--- src/rtl/disaster_alert_scheduler.sv ---
// Alarm persistence filter, pending latch and round-robin siren scheduler
// that sits behind the combinational disaster detector.
module disaster_alert_scheduler #(
  parameter int unsigned PERSIST   = 3,
  parameter int unsigned ON_TICKS  = 4,
  parameter int unsigned OFF_TICKS = 2,
  parameter int unsigned CNT_W     = 8
) (
  input  logic       clk,
  input  logic       rst_n,
  input  logic       tick,
  input  logic       flood_req,
  input  logic       cyclone_req,
  input  logic       earthquake_req,
  input  logic       tsunami_req,
  input  logic       ack,
  output logic       siren,
  output logic       alert_valid,
  output logic [1:0] alert_code,
  output logic [3:0] pending
);

  typedef enum logic [1:0] {IDLE, ANNOUNCE, GAP} state_t;

  localparam logic [CNT_W-1:0] PERSIST_C = CNT_W'(PERSIST);
  localparam logic [CNT_W-1:0] ON_C      = CNT_W'(ON_TICKS);
  localparam logic [CNT_W-1:0] OFF_C     = CNT_W'(OFF_TICKS);

  state_t           state_q, state_d;
  logic [CNT_W-1:0] cnt_q [4];
  logic [CNT_W-1:0] cnt_d [4];
  logic [3:0]       pend_q, pend_d;
  logic [CNT_W-1:0] timer_q, timer_d;
  logic [1:0]       cur_q, cur_d;
  logic [1:0]       last_q, last_d;
  logic [3:0]       req;
  logic             grant_found;
  logic [1:0]       grant_idx;

  assign req = {tsunami_req, earthquake_req, cyclone_req, flood_req};

  // Round-robin search starting just after the last served source.
  always_comb begin
    grant_found = 1'b0;
    grant_idx   = last_q;
    for (int k = 1; k <= 4; k++) begin
      if (!grant_found && pend_q[last_q + 2'(k)]) begin
        grant_found = 1'b1;
        grant_idx   = last_q + 2'(k);
      end
    end
  end

  // NOTE: every variable gets its default first so no path through the
  // case/if tree leaves one unassigned, which would infer a latch.
  always_comb begin
    state_d = state_q;
    cnt_d   = cnt_q;
    pend_d  = pend_q;
    timer_d = timer_q;
    cur_d   = cur_q;
    last_d  = last_q;

    if (tick) begin
      for (int i = 0; i < 4; i++) begin
        if (req[i]) begin
          if (cnt_q[i] < PERSIST_C) cnt_d[i] = cnt_q[i] + 1'b1;
          if (cnt_d[i] == PERSIST_C) pend_d[i] = 1'b1;
        end else begin
          cnt_d[i] = '0;
        end
      end
    end

    case (state_q)
      IDLE: begin
        if (grant_found) begin
          cur_d   = grant_idx;
          last_d  = grant_idx;
          timer_d = ON_C;
          state_d = ANNOUNCE;
        end
      end
      ANNOUNCE: begin
        // The acknowledge is applied after the filter so it wins over a
        // same-cycle qualification of the announced source.
        if (ack) begin
          pend_d[cur_q] = 1'b0;
          cnt_d[cur_q]  = '0;
          timer_d       = OFF_C;
          state_d       = GAP;
        end else if (tick) begin
          if (timer_q == CNT_W'(1)) begin
            timer_d = OFF_C;
            state_d = GAP;
          end else begin
            timer_d = timer_q - 1'b1;
          end
        end
      end
      GAP: begin
        if (tick) begin
          if (timer_q == CNT_W'(1)) state_d = IDLE;
          else                      timer_d = timer_q - 1'b1;
        end
      end
      default: state_d = IDLE;
    endcase
  end

  // NOTE: state uses non-blocking assignments so every register samples
  // pre-edge values regardless of statement order.
  always_ff @(posedge clk or negedge rst_n) begin
    if (!rst_n) begin
      state_q <= IDLE;
      pend_q  <= '0;
      timer_q <= '0;
      cur_q   <= 2'd0;
      last_q  <= 2'd3;
      // NOTE: the small filter counter array is reset because a stale
      // count would let a source qualify early after reset.
      for (int i = 0; i < 4; i++) cnt_q[i] <= '0;
    end else begin
      state_q <= state_d;
      pend_q  <= pend_d;
      timer_q <= timer_d;
      cur_q   <= cur_d;
      last_q  <= last_d;
      for (int i = 0; i < 4; i++) cnt_q[i] <= cnt_d[i];
    end
  end

  assign siren       = (state_q == ANNOUNCE);
  assign alert_valid = siren;
  assign alert_code  = cur_q;
  assign pending     = pend_q;

endmodule

--- config.mk ---
export PLATFORM = sky130hd
export DESIGN_NAME = disaster_alert_scheduler
export DESIGN_NICKNAME = d
export VERILOG_FILES = /design/src/rtl/disaster_alert_scheduler.sv
export SDC_FILE = /design/constraint.sdc
export NUM_CORES = 1
export LEC_CHECK = 0
export CAP_MARGIN = 20
export CORE_UTILIZATION = 58
export DETAILED_ROUTE_END_ITERATION = 10
export GPL_TIMING_DRIVEN = 0
export PLACE_DENSITY = 0.78
export SLEW_MARGIN = 30
export SYNTH_ARGS = -nofsm -noshare
export SYNTH_HDL_FRONTEND = slang
export SYNTH_SLANG_ARGS = --single-unit
--- constraint.sdc ---
create_clock -name clk -period 2.6 [get_ports clk]
set_input_delay 0.65 -clock clk [delete_from_list [all_inputs] [get_ports clk]]
set_output_delay 0.65 -clock clk [all_outputs]
set_load 0.02 [all_outputs]
After elaboration in Yosys (flattened, before gate mapping)
Index checks and enable logic that the tools add are counted.
- bits in registers: 50
- output and inout port bits: 8
- $add $sub $neg: 8
- $lt $le $gt $ge: 12
- equal/unequal tests: 13
- mux-type cells: 64
- bitwise logic cells: 5
- reduce and logical (&&, ||, !) cells: 13
- operator list (operator ; count):
    $mux 8 ; 23
    $mux 32 ; 3
    $add 8x1->8 const B ; 4
    $and 32x32->32 ; 1
    $eq 8x2->1 const B ; 4
    $lt 8x2->1 const B ; 4
    $not 32->32 ; 1
    $pmux 8 s3 ; 1
    $mux 2 ; 10
    $mux 1 ; 17
    $demux 8 s2 ; 1
    $lt 2x3->1 const B ; 5
    $mux 4 ; 3
    $reduce_and 5->1 ; 2
    $bmux 1 s2 ; 4
    $eq 8x1->1 const B ; 1
    $ne 2x2->1 const B ; 4
    $sub 8x1->8 const B ; 1
    $pmux 2 s3 ; 1
    $logic_and 1x1->1 ; 5
    $add 2x2->2 const B ; 2
    $and 4x4->4 ; 1
    $not 4->4 ; 1
    $ge 3x3->1 const B ; 1
    13 further kinds ; 15

Longest topological paths before layout
Gate-level depths: netlist (run 1).
- depth in word-level cells: 15
- gate-level depth with buffers: 8
- gate-level depth less buffers: 7

Worst setup path after synthesis (run 1)
Ideal clock, no wire load.
- path type: reg2reg
- start point: register state_q[0]
- end point: register timer_q[2]
- setup time: 121 ps
- arrival: 1829 ps
- required time: 2479 ps
- path slack: 650 ps
- cell stages (with the launch flop): 8
- period minus slack after synthesis: 1950 ps
- cell sequence: dfrtp_1 ha_1 nor2b_1 o21ba_1 a211oi_1 buf_6 o21ai_0 a22o_1
- cells in the longest elaborated chain, start to end: 3
- ends and longest elaborated chain (what ; line ; text):
    start, declared ; 29 ; state_t state_q, state_d;
    start signal, assigned ; 124 ; state_q <= state_d;
    $eq 2x1->1 * ; n/a ;
    named net alert_valid ; 18 ; output logic alert_valid,
    $ne 3x3->1 (no line) / $reduce_bool 3->1 (equally long branches) ; n/a ;
    $reduce_and 5->1 (no line) ; n/a ;
    end signal, assigned ; 126 ; timer_q <= timer_d;
    end, declared ; 33 ; logic [CNT_W-1:0] timer_q, timer_d;
Mark *: on every way through the listed nets, which the timed path passes. The rest lies on a longest branch.
A chain may end at the register's enable or synchronous reset.

Worst setup path in the final report (run 1)
- start point: register state_q[1]
- end point: output siren
- cells in the longest elaborated chain, start to end: 1
- ends and longest elaborated chain (what ; line ; text):
    $eq 2x1->1 ; 133 ; assign siren = (state_q == ANNOUNCE);
    end, declared ; 17 ; output logic siren,
No other way between the ends.

==> results of run 1 <==
==> layout by cell type, fill, tap and decap left out, drive strengths merged, types with 2 or more instances in the layout <==
| cell | instances |
|---|---|
| dfrtp | 48 |
| and2 | 28 |
| nor2 | 26 |
| clkdlybuf4s50 | 13 |
| inv | 12 |
| nand3 | 12 |
| o21ai | 11 |
| a21oi | 9 |
| nand2b | 9 |
| ha | 9 |
| nand2 | 9 |
| clkbuf | 8 |
| nor3 | 7 |
| o31a | 6 |
| nor4 | 6 |
| a31oi | 5 |
| xor2 | 4 |
| nor3b | 4 |
| o2bb2ai | 4 |
| buf | 4 |
| nor2b | 3 |
| o211ai | 3 |
| mux2 | 3 |
| a21o | 3 |
| mux2i | 2 |
| or3 | 2 |
| dfstp | 2 |
| a22oi | 2 |
| or2 | 2 |
| clkinv | 2 |
==> state kept, by name (all words and copies together) (netlist names) <==
register    cells
timer_q         8
cnt_q          32
pending         4
alert_code      2
last_q          2
state_q         2
==> per-stage QoR <==
stage          power, mW  instance area, sq um  util [%]
2_1_floorplan       2.23                  2480         -
3_3_place_gp        2.56                  2680      66.1
3_5_place_dp        2.61                  2680      66.1
4_1_cts             3.05                  2770      68.2
5_1_grt             3.27                  2770      68.2
6_report            3.04                  2770      68.2
==> critical path: cells and delay by family (launching register included) <==
kind,cells,cell delay [ns]
fa+ha+maj,1,0.30
buf+inv,3,0.83
flops,1,0.40
==> final cells by class <==
cell class | instances | share of cell area (%)
sequential | 50 | 45.3
clock inverter | 2 | 0.498
timing repair buffer | 14 | 4.98
tap | 50 | 2.26
inverter | 12 | 1.63
clock buffer | 6 | 2.62
multi-input combinational | 178 | 41.6
buffer | 5 | 1.13
==> path summary, 6_finish.rpt <==
| path | endpoint | cells past startpoint | slack (ns) |
|---|---|---|---|
| min reg2reg | cnt_q[13] | 1 | 0.49 |
| max reg2reg | timer_q[2] | 8 | 0.48 |
| min | timer_q[1] | 1 | 0.35 |
| min in group clk | cnt_q[13] | 1 | 0.49 |
| max | siren | 4 | 0.11 |
| max in group asynchronous | cnt_q[17] | 1 | 1.83 |
==> logic make-up (layout without fill, tap and decap cells) <==
kind of cell / count (synthesis) / in the layout
AOI/OAI and AO/OA: 49 / 49
buffers and inverters: 17 / 39
muxes: 5 / 5
adders and majority gates: 9 / 9
xor gates and xnor gates: 4 / 4
and+or+nand+nor: 111 / 111
DFF: 50 / 50
==> per-layer routing <==
| metal | GRT usage (%) | vias to the layer above |
|---|---|---|
| li1 | - | 897 |
| met1 | 27.6 | 849 |
| met2 | 35.6 | 13 |
| met3 | 5.57 | 5 |
| met4 | 6.65 | 0 |
| met5 | 0 | - |
==> power groups by stage <==
stage / clock network [mW] / registers (mW) / logic, mW
floorplan: 0 / 1.21 / 1.02
global placement: 0 / 1.20 / 1.36
detailed placement: 0 / 1.21 / 1.40
CTS: 0.450 / 1.19 / 1.41
global route: 0.476 / 1.23 / 1.57
finish: 0.439 / 1.19 / 1.40
==> impl_metrics.env, run 1 <==
export IMPL_grt_pass1_vias=1621
export IMPL_tightest_slew_ns=0.678
export IMPL_drt_total_wl_um=4290
export IMPL_cts_setup_buffers=0
export IMPL_yosys_area_share_simple_pct=24.6
export IMPL_track_usage_pct=21.6
export IMPL_path_max_fanout=9
export IMPL_io_buffers=14
export IMPL_drive_above_1_share_pct=7.49
export IMPL_switching_share_pct=39.1
export IMPL_place_ws_ns=0.0903
export IMPL_worst_hold_slack_ns=0.349
export IMPL_outcome="finished, final reports clean"
export IMPL_grt_max_degree=51
export IMPL_placedCellCount=309
export IMPL_synth_edf_count=0
export IMPL_synth_compound_area_share_pct=13.7
export IMPL_period_needed_ns=2.49
export IMPL_synthMuxAreaShare_pct=2.17
export IMPL_via_per_inst=5.56
export IMPL_dr_first_iter_drc_count=32
export IMPL_dieArea_sq_um=4540
export IMPL_ys_warn_count=0
export IMPL_drtPass1Iterations=4
export IMPL_synth_most_common_cell="dfrtp_1"
export IMPL_io_pins=16
export IMPL_wl_per_cell_um=13.5
export IMPL_crit_slowest_cell="clkdlybuf4s50_1"
export IMPL_min_path_type="in -> async"
export IMPL_async_flop_share_pct=100
export IMPL_synth_top_family_by_area="simple AND/OR/NAND/NOR gates"
export IMPL_syn_instance_count=245
export IMPL_nFillCells=325
export IMPL_clkPwrFrac_pct=14.5
export IMPL_grt_overflow=0
export IMPL_finalNetCount=283
export IMPL_cts_sinks=50
export IMPL_antenna_found_initial=0
export IMPL_cp_slowest_stage_delay_ns=0.59
export IMPL_ant_nets=0
export IMPL_synth_net_count=262
export IMPL_multi_input_area_sq_um=1150
export IMPL_insertion_delay_ns=0.30
export IMPL_synth_ff_type="dfrtp_1"
export IMPL_highest_layer="met4"
export IMPL_grt_pass1_wl_um=7190
export IMPL_synth_common_cells="dfrtp_1 (48), and2_1 (28), nor2_1 (26), inv_1 (12), nand3_1 (12)"
export IMPL_cts_hold_buf=0
export IMPL_cp_data_arrival_time_ns=1.84
export IMPL_worstSetupPathType="reg -> out"
export IMPL_rr_startpoint="state_q[1]"
export IMPL_synth_seq_cells=50
export IMPL_clk_path_buf_depth=2
export IMPL_ys_types=45
export IMPL_fin_crit_sh_pct=95.7
export IMPL_die_width_um=67.4
export IMPL_synth_cell_area_sq_um=2480
export IMPL_synth_xor_area_share_pct=1.41
export IMPL_worstSetupEndpointType="primary output"
export IMPL_final_hold_violation_count=0
export IMPL_sequentialPowerShare_pct=39.3
export IMPL_htreeDepth=2
export IMPL_cts_root_buffer="clkbuf_8"
export IMPL_synth_area_per_cell_sq_um=10.1
export IMPL_setup_viol=0
export IMPL_ir_worst_vdd_mv=0.612
export IMPL_leakagePower_nw=1.33
export IMPL_finalNonFillerCells=317
export IMPL_relSlewSlack_pct=54.4
export IMPL_die_h_um=67.4
export IMPL_fin_ws_ns=0.113
export IMPL_route_vias_total=1764
export IMPL_yosys_top_cells_area="dfrtp_1 (48%), and2_1 (7.1%), ha_1 (4.5%)"
export IMPL_rows=23
export IMPL_place_gp_congestion=0.818
export IMPL_dp_hpwl_um=3140
export IMPL_cellPowerDensity_nw_per_um2=1100
export IMPL_drv_slew=0
export IMPL_start_util_pct=61.1
export IMPL_cts_tree="yes"
export IMPL_synth_fa_ha_area_share_pct=4.54
export IMPL_cts_clk_slew_worst_paths_ns=0.09
export IMPL_rsz0062_at_grt="no"
export IMPL_yosysTopAreaCellShare_pct=48.4
export IMPL_drc_errors=0
export IMPL_areaGrowthSynthToFinish_pct=11.6
export IMPL_tns_ns=0
export IMPL_register_area_sq_um=1250
export IMPL_worstPathCellList="inv_1 > ha_1 > buf_4 > clkdlybuf4s50_1"
export IMPL_p_comb_share_pct=46.2
export IMPL_fin_skew_ns=0.00577
export IMPL_wl_met2_um=2090
export IMPL_cp_required_ns=1.95
export IMPL_ys_seq_area_share_pct=50.6
export IMPL_timing_fmax_mhz=402
export IMPL_synth_area_leader_cell="dfrtp_1"
export IMPL_num_antenna_cells=0
export IMPL_cts_inserted_buffers=5
export IMPL_p_int_mw=1.85
export IMPL_crit_start="state_q[1]"
export IMPL_ctsResizeCount=0
export IMPL_drv_cap=0
export IMPL_startpoint_type="register"
export IMPL_p_switching_mw=1.19
export IMPL_met3WireLength_um=85
export IMPL_core_sq_um=4060
export IMPL_drt_met1_wl_um=2060
Power figures use the tool's default switching activity.
==> run 2: changes to the inputs <==
--- a/config.mk
+++ b/config.mk
@@ -9,7 +9,7 @@
 export CORE_UTILIZATION = 58
 export DETAILED_ROUTE_END_ITERATION = 10
 export GPL_TIMING_DRIVEN = 0
-export PLACE_DENSITY = 0.78
+export PLACE_DENSITY = 0.81
 export SLEW_MARGIN = 30
 export SYNTH_ARGS = -nofsm -noshare
 export SYNTH_HDL_FRONTEND = slang
==> impl_metrics.env, run 2 (synthesis gave the netlist of run 1 again) <==
export IMPL_outcome="finished, final reports clean"
export IMPL_fin_crit_sh_pct=93.2
export IMPL_grt_overflow=0
export IMPL_grt_pass1_wl_um=7510
export IMPL_reg2reg_slack_ns=0.56
export IMPL_final_hold_violation_count=0
export IMPL_start_util_pct=61.1
export IMPL_place_gp_congestion=0.801
export IMPL_io_buffers=14
export IMPL_startpoint_type="register"
export IMPL_min_path_type="in -> async"
export IMPL_leakagePower_nw=1.34
export IMPL_cts_inserted_buffers=5
export IMPL_die_h_um=67.4
export IMPL_relSlewSlack_pct=49.7
export IMPL_antenna_found_initial=0
export IMPL_design_area_sq_um=2790
export IMPL_cp_data_arrival_time_ns=1.77
export IMPL_insertion_delay_ns=0.31
export IMPL_largest_reg_flops=32
export IMPL_num_antenna_cells=0
export IMPL_drt_total_wl_um=4390
export IMPL_total_power_mw=3.15
export IMPL_ant_nets=0
export IMPL_clk_path_buf_depth=2
export IMPL_rr_startpoint="state_q[1]"
export IMPL_areaGrowthSynthToFinish_pct=12.7
export IMPL_via_per_inst=5.74
export IMPL_worstSetupEndpointType="primary output"
export IMPL_top_register="cnt_q"
export IMPL_final_cell_mix="dfrtp_1 (48), and2_1 (28), nor2_1 (26)"
export IMPL_htreeDepth=2
export IMPL_tightest_slew_ns=0.748
export IMPL_layout_commonest_cell="dfrtp_1"
export IMPL_cellPowerDensity_nw_per_um2=1130
export IMPL_wl_per_cell_um=13.9
export IMPL_worstSetupPathType="reg -> out"
export IMPL_ir_worst_vdd_mv=0.622
export IMPL_period_needed_ns=2.42
export IMPL_timing_fmax_mhz=413
export IMPL_route_vias_total=1818
export IMPL_cts_clk_slew_worst_paths_ns=0.09
export IMPL_cts_tree="yes"
export IMPL_grt_pass1_vias=1662
export IMPL_cts_sinks=50
export IMPL_r2r_cells=8
export IMPL_fin_skew_ns=0.0128
export IMPL_finalNetCount=283
export IMPL_rows=23
export IMPL_dp_hpwl_um=3060
export IMPL_die_width_um=67.4
export IMPL_cp_required_ns=1.95
export IMPL_io_pins=16
export IMPL_rsz0062_at_grt="no"
export IMPL_drv_cap=0
export IMPL_track_usage_pct=22.5
export IMPL_dpl_instance_area_sq_um=2680
export IMPL_drtPass1Iterations=7
export IMPL_dr_first_iter_drc_count=138
export IMPL_drv_slew=0
export IMPL_r2r_end="timer_q[2]"
export IMPL_drc_errors=0
export IMPL_drive_above_1_share_pct=7.87
export IMPL_core_sq_um=4060
export IMPL_cts_root_buffer="clkbuf_8"
export IMPL_setup_viol=0
export IMPL_crit_path_end="siren"
export IMPL_worst_hold_slack_ns=0.341
export IMPL_path_max_fanout=9
export IMPL_dieArea_sq_um=4540
export IMPL_grt_max_degree=51
export IMPL_crit_start="state_q[1]"
export IMPL_cts_hold_buf=0
-- run 2: power by group --
part	total (mW)	switching (mW)	internal, mW
Combinational	1.41	0.723	0.686
Sequential	1.20	0.224	0.976
Clock	0.542	0.253	0.289
Total	3.15	1.20	1.95
-- run 2: routing by layer --
metal  track usage [%]  wire [um]  vias up
li1                  -          -      897
met1              29.5       2100      878
met2              34.6       2080       32
met3              5.07        119       11
met4              12.0         88        0
met5                 0          0        -
-- run 2: worst max-delay path: stages, from the launching register on --
cell and delay, ns:
dfrtp_1 0.41, inv_1 0.09, ha_2 0.26, buf_4 0.13, clkdlybuf4s50_1 0.59
-- run 2: what timing repair did --
action                                  4_1_cts  5_1_grt
resized for setup                             0        1
setup buffers                                 0        0
endpoints found under the setup margin        0        1
-- run 2: cell type report --
type | count | area (sq um)
clock inverters | 2 | 38.8
clock buffers | 6 | 72.6
well taps | 50 | 62.6
fillers | 315 | 1260
flip-flops and latches | 50 | 1250
inverters | 12 | 45.0
repair buffers | 14 | 138
multi-input cells | 178 | 1150
plain buffers | 5 | 31.3
-- run 2: worst min-delay path by stage --
stage,startpoint,to,slack [ns],cells past startpoint
finish,rst_n,timer_q[0],0.34,1
CTS,rst_n,timer_q[4],0.37,1
detailed placement,cnt_q[10],cnt_q[10],0.47,1
global placement,cnt_q[21],cnt_q[21],0.47,1
floorplan,rst_n,alert_code[0],0.35,0
global route,rst_n,timer_q[4],0.40,1
-- run 2: through the flow --
stage	TNS (ns)	instances	setup WS (ns)	util (%)
final	0	317	0.176	68.9
after global routing	0	317	0.0819	68.9
after CTS	0	317	0.0995	68.8
after detailed placement	0	309	0.118	66.1
after global placement	-25.27	309	-0.529	66.1
after floorplan	0	245	0.650	-
